$ cat src/rtl/triangle_feeder.sv
// Buffers packed triangles and serialises each one as a framed 144-bit burst for the rasterizer.
// Optional culling of degenerate/back-facing triangles is enabled with `define TRI_FEEDER_CULL_EN.
module triangle_feeder #(
  parameter int FIFO_DEPTH = 2,
  parameter int TIMEOUT    = 65535
) (
  input  logic         CLK,
  input  logic         RST_N,
  input  logic [143:0] TRI_IN,
  input  logic         TRI_VALID,
  output logic         TRI_READY,
  output logic         D,
  output logic         START,
  input  logic         DONE,
  output logic         BUSY,
  output logic         TIMEOUT_ERR,
  output logic [15:0]  CULL_CNT
);

  localparam int PTR_W = $clog2(FIFO_DEPTH);
  localparam logic [16:0] TIMEOUT_LIM = 17'(TIMEOUT);
  localparam bit TIMEOUT_EN = (TIMEOUT != 0);
  localparam logic [7:0] BURST_BITS = 8'd144;

  localparam logic [1:0] ST_IDLE = 2'd0;
  localparam logic [1:0] ST_SEND = 2'd1;
  localparam logic [1:0] ST_WAIT = 2'd2;

  logic [143:0] mem_q [FIFO_DEPTH];
  logic [PTR_W:0] wr_ptr_q, wr_ptr_d;
  logic [PTR_W:0] rd_ptr_q, rd_ptr_d;
  logic full, empty, push, pop;
  logic [143:0] head;
  logic head_culled;

  logic [1:0] state_q, state_d;
  logic [143:0] shift_q, shift_d;
  logic [7:0] bit_cnt_q, bit_cnt_d;
  logic [15:0] wait_cnt_q, wait_cnt_d;
  logic d_q, d_d;
  logic start_q, start_d;
  logic terr_q, terr_d;

  // Pointers carry one extra wrap bit so full and empty are distinguishable.
  assign full  = (wr_ptr_q[PTR_W] != rd_ptr_q[PTR_W]) &&
                 (wr_ptr_q[PTR_W-1:0] == rd_ptr_q[PTR_W-1:0]);
  assign empty = (wr_ptr_q == rd_ptr_q);
  assign push  = TRI_VALID && !full;
  assign head  = mem_q[rd_ptr_q[PTR_W-1:0]];

  always_comb begin
    wr_ptr_d = wr_ptr_q + {{PTR_W{1'b0}}, push};
    rd_ptr_d = rd_ptr_q + {{PTR_W{1'b0}}, pop};
  end

  always_ff @(posedge CLK) begin
    if (push) mem_q[wr_ptr_q[PTR_W-1:0]] <= TRI_IN;
  end

`ifdef TRI_FEEDER_CULL_EN
  logic signed [16:0] dx21, dy31, dy21, dx31;
  logic signed [33:0] prod_a, prod_b;
  logic signed [34:0] area;
  logic cull_inc;
  logic [15:0] cull_cnt_q, cull_cnt_d;

  function automatic logic signed [16:0] coord_diff(input logic [15:0] a, input logic [15:0] b);
    return 17'($signed(a)) - 17'($signed(b));
  endfunction

  function automatic logic [15:0] sat_inc16(input logic [15:0] v);
    return (v == 16'hFFFF) ? v : v + 16'd1;
  endfunction

  // Twice the signed area of the head triangle; non-positive means collinear or clockwise.
  always_comb begin
    dx21   = coord_diff(head[95:80],  head[143:128]);
    dy31   = coord_diff(head[31:16],  head[127:112]);
    dy21   = coord_diff(head[79:64],  head[127:112]);
    dx31   = coord_diff(head[47:32],  head[143:128]);
    prod_a = 34'(dx21) * 34'(dy31);
    prod_b = 34'(dy21) * 34'(dx31);
    area   = 35'(prod_a) - 35'(prod_b);
    head_culled = (area <= 35'sd0);
  end

  always_comb begin
    cull_inc   = pop && head_culled;
    cull_cnt_d = cull_inc ? sat_inc16(cull_cnt_q) : cull_cnt_q;
  end

  always_ff @(posedge CLK or negedge RST_N) begin
    if (!RST_N) cull_cnt_q <= 16'd0;
    else        cull_cnt_q <= cull_cnt_d;
  end

  assign CULL_CNT = cull_cnt_q;
`else
  assign head_culled = 1'b0;
  assign CULL_CNT    = 16'd0;
`endif

  always_comb begin
    state_d    = state_q;
    shift_d    = shift_q;
    bit_cnt_d  = bit_cnt_q;
    wait_cnt_d = wait_cnt_q;
    d_d        = 1'b0;
    start_d    = 1'b0;
    terr_d     = 1'b0;
    pop        = 1'b0;
    case (state_q)
      ST_IDLE: begin
        if (!empty) begin
          pop = 1'b1;
          if (!head_culled) begin
            // The first bit leaves on the pop edge; bit_cnt counts bits already driven.
            d_d       = head[143];
            start_d   = 1'b1;
            shift_d   = {head[142:0], 1'b0};
            bit_cnt_d = 8'd1;
            state_d   = ST_SEND;
          end
        end
      end
      ST_SEND: begin
        if (bit_cnt_q == BURST_BITS) begin
          wait_cnt_d = 16'd0;
          state_d    = ST_WAIT;
        end else begin
          d_d       = shift_q[143];
          start_d   = 1'b1;
          shift_d   = {shift_q[142:0], 1'b0};
          bit_cnt_d = bit_cnt_q + 8'd1;
        end
      end
      ST_WAIT: begin
        // DONE takes priority over a timeout landing on the same cycle.
        if (DONE) begin
          state_d = ST_IDLE;
        end else if (TIMEOUT_EN && (({1'b0, wait_cnt_q} + 17'd1) == TIMEOUT_LIM)) begin
          terr_d  = 1'b1;
          state_d = ST_IDLE;
        end else begin
          wait_cnt_d = wait_cnt_q + 16'd1;
        end
      end
      default: state_d = ST_IDLE;
    endcase
  end

  always_ff @(posedge CLK) begin
    shift_q <= shift_d;
  end

  always_ff @(posedge CLK or negedge RST_N) begin
    if (!RST_N) begin
      state_q    <= ST_IDLE;
      wr_ptr_q   <= '0;
      rd_ptr_q   <= '0;
      bit_cnt_q  <= 8'd0;
      wait_cnt_q <= 16'd0;
      d_q        <= 1'b0;
      start_q    <= 1'b0;
      terr_q     <= 1'b0;
    end else begin
      state_q    <= state_d;
      wr_ptr_q   <= wr_ptr_d;
      rd_ptr_q   <= rd_ptr_d;
      bit_cnt_q  <= bit_cnt_d;
      wait_cnt_q <= wait_cnt_d;
      d_q        <= d_d;
      start_q    <= start_d;
      terr_q     <= terr_d;
    end
  end

  assign TRI_READY   = !full;
  assign D           = d_q;
  assign START       = start_q;
  assign TIMEOUT_ERR = terr_q;
  assign BUSY        = (state_q != ST_IDLE) || !empty;

endmodule

$ cat config.mk
export PLATFORM = sky130hd
export DESIGN_NAME = triangle_feeder
export DESIGN_NICKNAME = d
export VERILOG_FILES = /design/src/rtl/triangle_feeder.sv
export SDC_FILE = /design/constraint.sdc
export NUM_CORES = 1
export LEC_CHECK = 0
export ABC_AREA = 1
export ABC_CLOCK_PERIOD_IN_PS = 5700
export CORE_ASPECT_RATIO = 0.8
export CORE_MARGIN = 2
export CORE_UTILIZATION = 57
export DETAILED_ROUTE_END_ITERATION = 16
export PLACE_DENSITY = 0.79
export SYNTH_ARGS = -nofsm -noshare
export SYNTH_HDL_FRONTEND = slang
export SYNTH_SLANG_ARGS = --single-unit
$ cat constraint.sdc
create_clock -name CLK -period 5.7 [get_ports CLK]
set_clock_uncertainty 0.05 [all_clocks]
set_input_delay 1.14 -clock CLK [delete_from_list [all_inputs] [get_ports CLK]]
set_output_delay 1.14 -clock CLK [all_outputs]
set_load 0.01 [all_outputs]
==> summary.txt <==
GRT
  – Pin count of the biggest net entering global routing: about 90
  – First-pass GRT wire length: roughly 56 mm
  – Vias in the first global route: 10.8k
  – Total grt overflow: 0
  – Initial antenna violation count: 0
  – Tot GR Track Use: between 20% and 30%

Clock network
  – Hold-fix buffers, CTS: 0
  – Root buf cell: clkbuf_16
  – Post-CTS Setup Bufs: 0
  – CTS buffer count: 44
  – CTS resizes: 0
  – CTS tree: done
  – Clk pin slew, worst setup/hold paths: 0.06 ns
  – Clk_lat worst skew: around 0.53 ns
  – Clock Sink Count: around 460
  – Max clock buf depth: 3
  – H-tree depth: 2

Synthesis
  – Top cell type's share of synthesized area: 72.3%
  – Top cells by count, synth: 431 x edfxtp_1, 292 x a21oi_1, 233 x nand2_1, 173 x nor2_1, 58 x clkbuf_1
  – Yosys cell types: 31
  – Fraction of registers with async set/reset: slightly above 7%
  – Most numerous cell in the Yosys netlist: edfxtp_1
  – Ranking of synthesized cells by area: edfxtp_1 72%, a21oi_1 8.2%, nand2_1 4.9%, dfrtp_1 4.6%, nor2_1 3.6%
  – Yosys reg bits: 464
  – Mapped cell area: 17900 µm²
  – Leading area contributor after synthesis: edfxtp_1
  – Gate Count Post-Synth: 1370
  – Mean Syn Cell Area: roughly 13 µm²
  – Post-synth EDFFs: around 430
  – Yosys warns: 0
  – Synth Flop Type: edfxtp_1
  – Seq/Total Area, Yosys: about three quarters

Placed design
  – Post-DP HPWL: between 20 and 25 mm
  – Cell total after placement: around 1.9k
  – GPL Wtd Cong: around 0.84
  – PortBufs: approximately 150
  – Area after DPL: 19800 µm²

Drt
  – TritonRoute pass-1 iters: 5
  – DR vias: between 10k and 15k
  – Initial DRC Count: approximately 900
  – Total wire length: 35.3 mm
  – Vias per cell: about 5.6
  – Number of remaining DRC errors: 0
  – Antenna viol nets, final: 0
  – Wire per inst: around 18 µm

Power and ir drop
  – PD cells: 510 nW/µm²
  – Lkg Pwr: 0.00755 µW
  – Int Pwr: around 7500 µW
  – Net Switching: 3230 µW
  – Peak supply drop: approximately 0.48 mV
  – Gate power share: 22.2%
  – Seq pwr share: a little over half
  – Sw Share: a little under a third
  – Clock network fraction of total power: 24.2%
  – Tot Pwr: roughly 11000 µW

Final layout
  – Proportion of layout cells with a drive suffix above 1: 5.53%
  – Antenna Cells: 0
  – Post-route insts no fill: 1958
  – Post-layout nets: 1665
  – Fin area: approximately 21000 µm²
  – Fill cell count: ~2.2k
  – Area Growth Syn to Fin: 17.4%

Timing
  – FMAX: roughly 280 MHz
  – RSZ-0062 raised after global routing: no
  – Setup tns final: 0 ns
  – Relative slew slack: 31.0%
  – Final hold vios: 0
  – Final max-slew violation count: 0
  – Fin Hold WS: approximately 0.44 ns
  – Tmin final: ~3.6 ns
  – Final Setup Violations: 0
  – Worst-Margin Slew: between 1 and 1.5 ns
  – Part of the cycle the worst path needs: between 60% and 70%

Floorplanning
  – IO Pins: 169
  – Die ar.: between 30000 and 40000 µm²
  – Core ar.: about 31000 µm²
  – Row cnt: 58
  – Starting Density: between 50% and 60%
  – Die height: 163 µm
  – Chip width: between 200 and 250 µm

Worst setup path
  – Critical Path RT: between 4 and 5 ns
  – Critical path type: flip-flop to primary output
  – Type of origin of the critical path: flip-flop
  – WP data arrival: ~2.4 ns
  – CP Capture Type: primary output
  – CP Max Fanout: 62

Min path
  – Hold Crit Class: flip-flop to flip-flop

Job
  – # Max-Cap Violations: 0

Run status
  – Status: finished, final reports clean
[state kept, by name (all words and copies together) (netlist names)]
register,cells
state_q,2
rd_ptr_q,2
D,1
wait_cnt_q,16
mem_q,288
bit_cnt_q,8
START,1
shift_q,143
TIMEOUT_ERR,1
wr_ptr_q,2
[final cells by class]
cell class / instances / area [µm²] / share of cell area [%]
sequential: 464 / 13800 / 65.5
multi-input combinational: 802 / 3700 / 17.6
timing repair buffer: 163 / 1640 / 7.81
clock buffer: 61 / 1190 / 5.64
tap: 420 / 526 / 2.50
inverter: 35 / 136 / 0.649
clock inverter: 13 / 56.3 / 0.268
[placed cells by master (no fill, tap or decap), types with 3 or more instances in the layout]
cell type | netlist | final
a21oi_1 | 292 | 292
buf_12 | 0 | 3
buf_4 | 17 | 8
clkbuf_1 | 58 | 16
clkbuf_16 | 0 | 45
clkdlybuf4s50_1 | 0 | 152
clkinv_1 | 0 | 9
clkinv_2 | 0 | 3
conb_1 | 1 | 16
dfrtp_1 | 33 | 32
edfxtp_1 | 431 | 431
ha_1 | 7 | 5
inv_1 | 31 | 31
nand2_1 | 233 | 232
nand2_2 | 3 | 3
nand2_4 | 3 | 4
nand3_1 | 28 | 28
nand4_1 | 11 | 11
nor2_1 | 173 | 172
nor2_2 | 5 | 5
nor2_4 | 2 | 3
nor3_1 | 3 | 3
o21ai_0 | 7 | 7
o22ai_1 | 3 | 3
xor2_1 | 5 | 5
[worst max-delay path, cell delays in order, from the launching register on]
cell	delay, ns
dfrtp_4	0.93
xnor2_1	0.22
nand3b_1	0.18
clkdlybuf4s50_1	0.56
[logic make-up after synthesis]
| logic type | count (synthesis) | synth area share (%) |
|---|---|---|
| AND/OR/NAND/NOR | 465 | 10.5 |
| flip-flops | 464 | 76.9 |
| AO/OA/AOI/OAI | 305 | 8.59 |
| buffers and inverters | 119 | 2.98 |
| XOR/XNOR | 8 | 0.433 |
| adder cells (fa/ha/maj) | 7 | 0.489 |
| other | 1 | 0.0209 |
| multiplexers | 1 | 0.0559 |
[power groups by stage]
stage	combinational [µW]	sequential [µW]	clock [µW]
finish	2380	5740	2590
global route	2680	5850	2770
CTS	2400	5750	2630
detailed placement	2380	5790	0
global placement	2290	5750	0
floorplan	1670	5760	0
[worst paths after layout]
check / start / end / slack (ns) / depth (start not counted)
max in group asynchronous: RST_N / rd_ptr_q[0] / 4.29 / 2
setup reg to reg: rd_ptr_q[0] / mem_q[0][32] / 2.28 / 4
hold reg to reg: rd_ptr_q[1] / rd_ptr_q[1] / 0.44 / 1
setup / recovery: rd_ptr_q[0] / BUSY / 2.08 / 3
hold / removal: rd_ptr_q[1] / rd_ptr_q[1] / 0.44 / 1
min in group asynchronous: RST_N / wait_cnt_q[4] / 0.97 / 2
[metrics by stage]
step	worst slack, ns	util (%)
finish	2.08	67.4
global route	2.00	67.4
CTS	2.07	67.4
detailed placement	1.91	63.4
global placement	1.91	63.4
floorplan	0.324	-
[metal layers]
layer	routed length (µm)	track usage, %	vias to the layer above
met4	612	5.51	0
met1	15200	30.6	5329
li1	-	-	5131
met5	0	0	-
met2	16900	35.7	426
met3	2600	3.28	51
No activity file was read; power rests on OpenSTA's default activity.
